$ cat src/rtl/salamander_pkg.sv
// Shared types for the Salamander-4 core.
// Opcode encodings and sequencer state enumeration.
package salamander_pkg;

   localparam int INSTR_W_DFLT = 8;
   localparam int ADDR_W_DFLT  = 5;

   typedef logic [3:0] opc_t;

   localparam opc_t OPC_NOP  = 4'h0;
   localparam opc_t OPC_JMPR = 4'h1;
   localparam opc_t OPC_HLT  = 4'hF;

   typedef enum logic [2:0] {
      IDLE,
      FETCH,
      DECODE,
      EXEC,
      ADVANCE,
      HALT
   } seq_state_t;

endpackage

$ cat src/rtl/pc_sequencer.sv
// Fetch/decode/execute control FSM for the Salamander-4 core.
// Optional fetch watchdog: define SEQ_WATCHDOG_EN.
module pc_sequencer
   import salamander_pkg::*;
#(
   parameter int ADDR_W  = ADDR_W_DFLT,
   parameter int INSTR_W = INSTR_W_DFLT,
   parameter int TIMEOUT = 15
) (
   input  logic               clk,
   input  logic               rstn,
   input  logic               start,
   output logic               imem_req,
   input  logic               imem_ack,
   input  logic [INSTR_W-1:0] imem_data,
   input  logic               pc_max,
   output logic               pc_inc,
   output logic [ADDR_W-1:0]  pc_inc_val,
   output logic [INSTR_W-1:0] ir,
   output logic               exec_valid,
   input  logic               exec_done,
   output logic               busy,
`ifdef SEQ_WATCHDOG_EN
   output logic               fetch_err,
`endif
   output logic               halted
);

   seq_state_t        state, state_nxt;
   logic [ADDR_W-1:0] step_q, step_nxt;
   logic              ir_ld;
   logic              wd_trip;
   opc_t              opc;
   logic [3:0]        opnd;

   assign opc  = ir[INSTR_W-1 -: 4];
   assign opnd = ir[3:0];
   assign busy = (state != IDLE) && (state != HALT);

`ifdef SEQ_WATCHDOG_EN
   localparam int CNT_W = $clog2(TIMEOUT + 1);

   logic [CNT_W-1:0] wd_cnt;

   // Trip on the request cycle that would bring the count to TIMEOUT.
   assign wd_trip = (state == FETCH) && !pc_max && !imem_ack &&
                    (wd_cnt == CNT_W'(TIMEOUT - 1));

   // Count unanswered request cycles; cleared outside FETCH.
   always_ff @(posedge clk or negedge rstn) begin
      if (!rstn) begin
         wd_cnt    <= '0;
         fetch_err <= 1'b0;
      end else begin
         if (state != FETCH)
            wd_cnt <= '0;
         else if (imem_req && !imem_ack)
            wd_cnt <= wd_cnt + CNT_W'(1);
         if (wd_trip)
            fetch_err <= 1'b1;
      end
   end
`else
   logic unused_timeout;

   assign unused_timeout = (TIMEOUT != 0);
   assign wd_trip        = 1'b0;
`endif

   // State, step amount and instruction register.
   always_ff @(posedge clk or negedge rstn) begin
      if (!rstn) begin
         state  <= IDLE;
         step_q <= '0;
         ir     <= '0;
      end else begin
         state  <= state_nxt;
         step_q <= step_nxt;
         if (ir_ld)
            ir <= imem_data;
      end
   end

   // Next-state and handshake outputs.
   always_comb begin
      state_nxt  = state;
      step_nxt   = step_q;
      ir_ld      = 1'b0;
      imem_req   = 1'b0;
      exec_valid = 1'b0;
      pc_inc     = 1'b0;
      pc_inc_val = '0;
      halted     = 1'b0;
      unique case (state)
         IDLE: begin
            if (start)
               state_nxt = FETCH;
         end
         FETCH: begin
            if (pc_max) begin
               state_nxt = HALT;
            end else begin
               imem_req = 1'b1;
               if (imem_ack) begin
                  ir_ld     = 1'b1;
                  state_nxt = DECODE;
               end else if (wd_trip) begin
                  state_nxt = HALT;
               end
            end
         end
         DECODE: begin
            unique case (1'b1)
               opc == OPC_HLT: begin
                  state_nxt = HALT;
               end
               opc == OPC_NOP: begin
                  step_nxt  = ADDR_W'(1);
                  state_nxt = ADVANCE;
               end
               (opc == OPC_JMPR) && (opnd != '0): begin
                  step_nxt  = ADDR_W'(opnd);
                  state_nxt = ADVANCE;
               end
               (opc == OPC_JMPR) && (opnd == '0): begin
                  state_nxt = FETCH;
               end
               default: begin
                  state_nxt = EXEC;
               end
            endcase
         end
         EXEC: begin
            exec_valid = 1'b1;
            if (exec_done) begin
               step_nxt  = ADDR_W'(1);
               state_nxt = ADVANCE;
            end
         end
         ADVANCE: begin
            pc_inc     = 1'b1;
            pc_inc_val = step_q;
            state_nxt  = FETCH;
         end
         HALT: begin
            halted = 1'b1;
         end
         default: begin
            state_nxt = IDLE;
         end
      endcase
   end

endmodule

$ cat config.mk
export PLATFORM = sky130hd
export DESIGN_NAME = pc_sequencer
export DESIGN_NICKNAME = d
export VERILOG_FILES = /design/src/rtl/salamander_pkg.sv /design/src/rtl/pc_sequencer.sv
export SDC_FILE = /design/constraint.sdc
export NUM_CORES = 1
export LEC_CHECK = 0
export CAP_MARGIN = 40
export CORE_MARGIN = 5
export CORE_UTILIZATION = 30
export CTS_BUF_LIST = sky130_fd_sc_hd__clkbuf_4
export DETAILED_ROUTE_END_ITERATION = 6
export PLACE_DENSITY_LB_ADDON = 0.25
export SETUP_SLACK_MARGIN = 0.2
export SLEW_MARGIN = 20
export SYNTH_ARGS = -nofsm -noshare
export SYNTH_HDL_FRONTEND = slang
export SYNTH_SLANG_ARGS = --single-unit
$ cat constraint.sdc
create_clock -name clk -period 3.33 [get_ports clk]
set_clock_uncertainty 0.15 [all_clocks]
set_input_delay 0.999 -clock clk [delete_from_list [all_inputs] [get_ports clk]]
set_output_delay 0.999 -clock clk [all_outputs]
set_load 0.1 [all_outputs]
==> impl_metrics.env <==
export IMPL_grt_pass1_vias=716
export IMPL_worst_path_largest_cell_delay_ns=0.47
export IMPL_grt_pass1_wl_um=3374
export IMPL_diodes=0
export IMPL_hpwl_um=1509
export IMPL_cts_post_setup_buffers_inserted=0
export IMPL_core_area_um2=2758
export IMPL_ctsResizeCount=0
export IMPL_htreeDepth=1
export IMPL_fin_util_pct=47.05
export IMPL_drv_slew=0
export IMPL_dp_slack_ns=0.2836
export IMPL_cts_root_buf="clkbuf_4"
export IMPL_ys_seq_area_share_pct=43.48
export IMPL_port_buffers=30
export IMPL_critPathLaunchType="input pin"
export IMPL_drc=0
export IMPL_hold_buffers=0
export IMPL_ys_ff_latch=15
export IMPL_clkSinkCount=15
export IMPL_grt_overflow=0
export IMPL_drt_iter0_drc=40
export IMPL_reg2reg_depth=3
export IMPL_period_needed_ns=3.030
export IMPL_path_cells="clkdlybuf4s50_1 -> nor3_4 -> buf_12"
export IMPL_ys_flop_type="dfrtp_1"
export IMPL_num_vias=741
export IMPL_period_share_pct=90.99
export IMPL_gp_congestion=0.7013
export IMPL_syn_nets=93
export IMPL_synth_edf_count=0
export IMPL_min_delay_start="step_q[3]"
export IMPL_row_count=19
export IMPL_cts_tree="built"
export IMPL_ys_warn_count=0
export IMPL_grt_usage_pct=10.33
export IMPL_netlist_area_um2=863.3
export IMPL_status="complete, no violations"
export IMPL_end_kind="primary output"
export IMPL_cap_violations=0
export IMPL_nets=126
export IMPL_path_max_fanout=2
export IMPL_crit_slowest_cell="clkdlybuf4s50_1"
export IMPL_r2r_start="state[0]"
export IMPL_die_h_um=63.65
export IMPL_mostFrequentLayoutCells="15 x dfrtp_1, 13 x clkdlybuf4s50_1, 13 x buf_4"
export IMPL_cts_buffer_depth=2
export IMPL_arrival_ns=1.88
export IMPL_synth_async_reset_ratio_pct=100.0
export IMPL_die_x_um=63.65
export IMPL_drt_total_wl_um=1932
export IMPL_relSlewSlack_pct=55.68
export IMPL_synthToLayoutAreaGrowth_pct=50.29
export IMPL_drive_above_1_share_pct=37.84
export IMPL_start_util_pct=31.31
export IMPL_crit_start="pc_max"
export IMPL_synth_avg_cell_area_um2=10.93
export IMPL_dieArea_um2=4051
export IMPL_antenna_found_initial=0
export IMPL_mostFrequentLayoutCell="dfrtp_1"
export IMPL_routed_via_density=5.218
export IMPL_hold_depth=1
export IMPL_layout_setup_ws_ns=0.3002
export IMPL_drt_first_pass_iters=4
export IMPL_hold_viol=0
export IMPL_cts_buffers_inserted=3
export IMPL_rsz0062_at_grt="false"
export IMPL_ant_nets=0
export IMPL_num_io_pins=32
export IMPL_setup_tns_ns=0
export IMPL_yosysUniqueCellTypes=37
export IMPL_setup_viol=0
export IMPL_cp_required_ns=2.18
export IMPL_timing_fmax_mhz=330.1
export IMPL_worst_pin_slew_ns=0.6628
export IMPL_wl_per_cell_um=13.61
export IMPL_clock_latency_ns=0.29
export IMPL_worstHoldPathType="reg -> reg"
export IMPL_grt_max_degree=17
export IMPL_clk_pin_slew_ns=0.09
export IMPL_worstSetupPathType="in -> out"
export IMPL_synth_cells=79
==> sequential cells by signal (all words and copies together), names as in the netlist <==
signal	count
state	3
step_q	4
ir	8
==> stage by stage <==
step | area [um2] | cells | hold slack [ns]
final | 1297 | 142 | 0.3743
after floorplan | 903.4 | 79 | 0.3346
after global placement | 1270 | 138 | 0.3548
after detailed placement | 1270 | 138 | 0.3545
after CTS | 1297 | 142 | 0.3767
after global routing | 1297 | 142 | 0.4178
==> cell usage after synthesis, types with 2 or more instances <==
library cell,number,share of area [%]
a21oi_1,2,1.2
a32o_1,3,3.5
and2_1,3,2.2
and3_1,2,1.4
clkbuf_1,2,0.87
dfrtp_1,15,43
inv_1,4,1.7
mux2_2,8,10
nand2b_1,2,1.4
nand4_1,2,1.4
nor2_1,3,1.3
nor2b_1,2,1.4
nor3_1,3,1.7
o211ai_1,3,2.6
o21ai_0,2,1.2
o21bai_1,2,1.7
==> routing by layer <==
layer / vias up / track usage (%) / part of all wire [%]
met3: 2 / 4.796 / 7.1
met1: 352 / 13.36 / 45
met4: 0 / 3.896 / 1.1
met2: 25 / 14.85 / 47
met5: - / 0 / 0
li1: 362 / - / -
==> path summary, 6_finish.rpt <==
path / to / slack [ns]
hold reg to reg: step_q[3] / 0.37
setup / recovery: imem_req / 0.30
min in group asynchronous: step_q[3] / 0.96
setup reg to reg: ir[7] / 1.57
hold / removal: step_q[3] / 0.37
max in group asynchronous: ir[7] / 1.64
==> cells by family (layout without fill, tap and decap cells) <==
family                 after synthesis  after routing  share of synthesized area, %
other                                1              1                        0.4344
flip-flops                          15             15                         43.48
AO/OA/AOI/OAI                       19             19                         19.42
XOR/XNOR                             1              1                         1.015
buffers and inverters                8             40                         4.058
AND/OR/NAND/NOR                     27             27                         21.16
multiplexers                         8              8                         10.44
==> critical path: cells and delay by family <==
family	cells	cell delay, ns
buffers and inverters	2	0.67
and+or+nand+nor	1	0.22
==> area by class of cell <==
class / instances / area, um2
fillers: 268 / 1460
clock inverters: 1 / 5.005
inverters: 4 / 15.01
clock buffers: 3 / 22.52
multi-input cells: 56 / 493.0
flip-flops and latches: 15 / 375.4
repair buffers: 32 / 347.8
well taps: 31 / 38.79
Power is not shown: default switching activity piles up to over one toggle a cycle in this logic, so the estimate is an artifact.
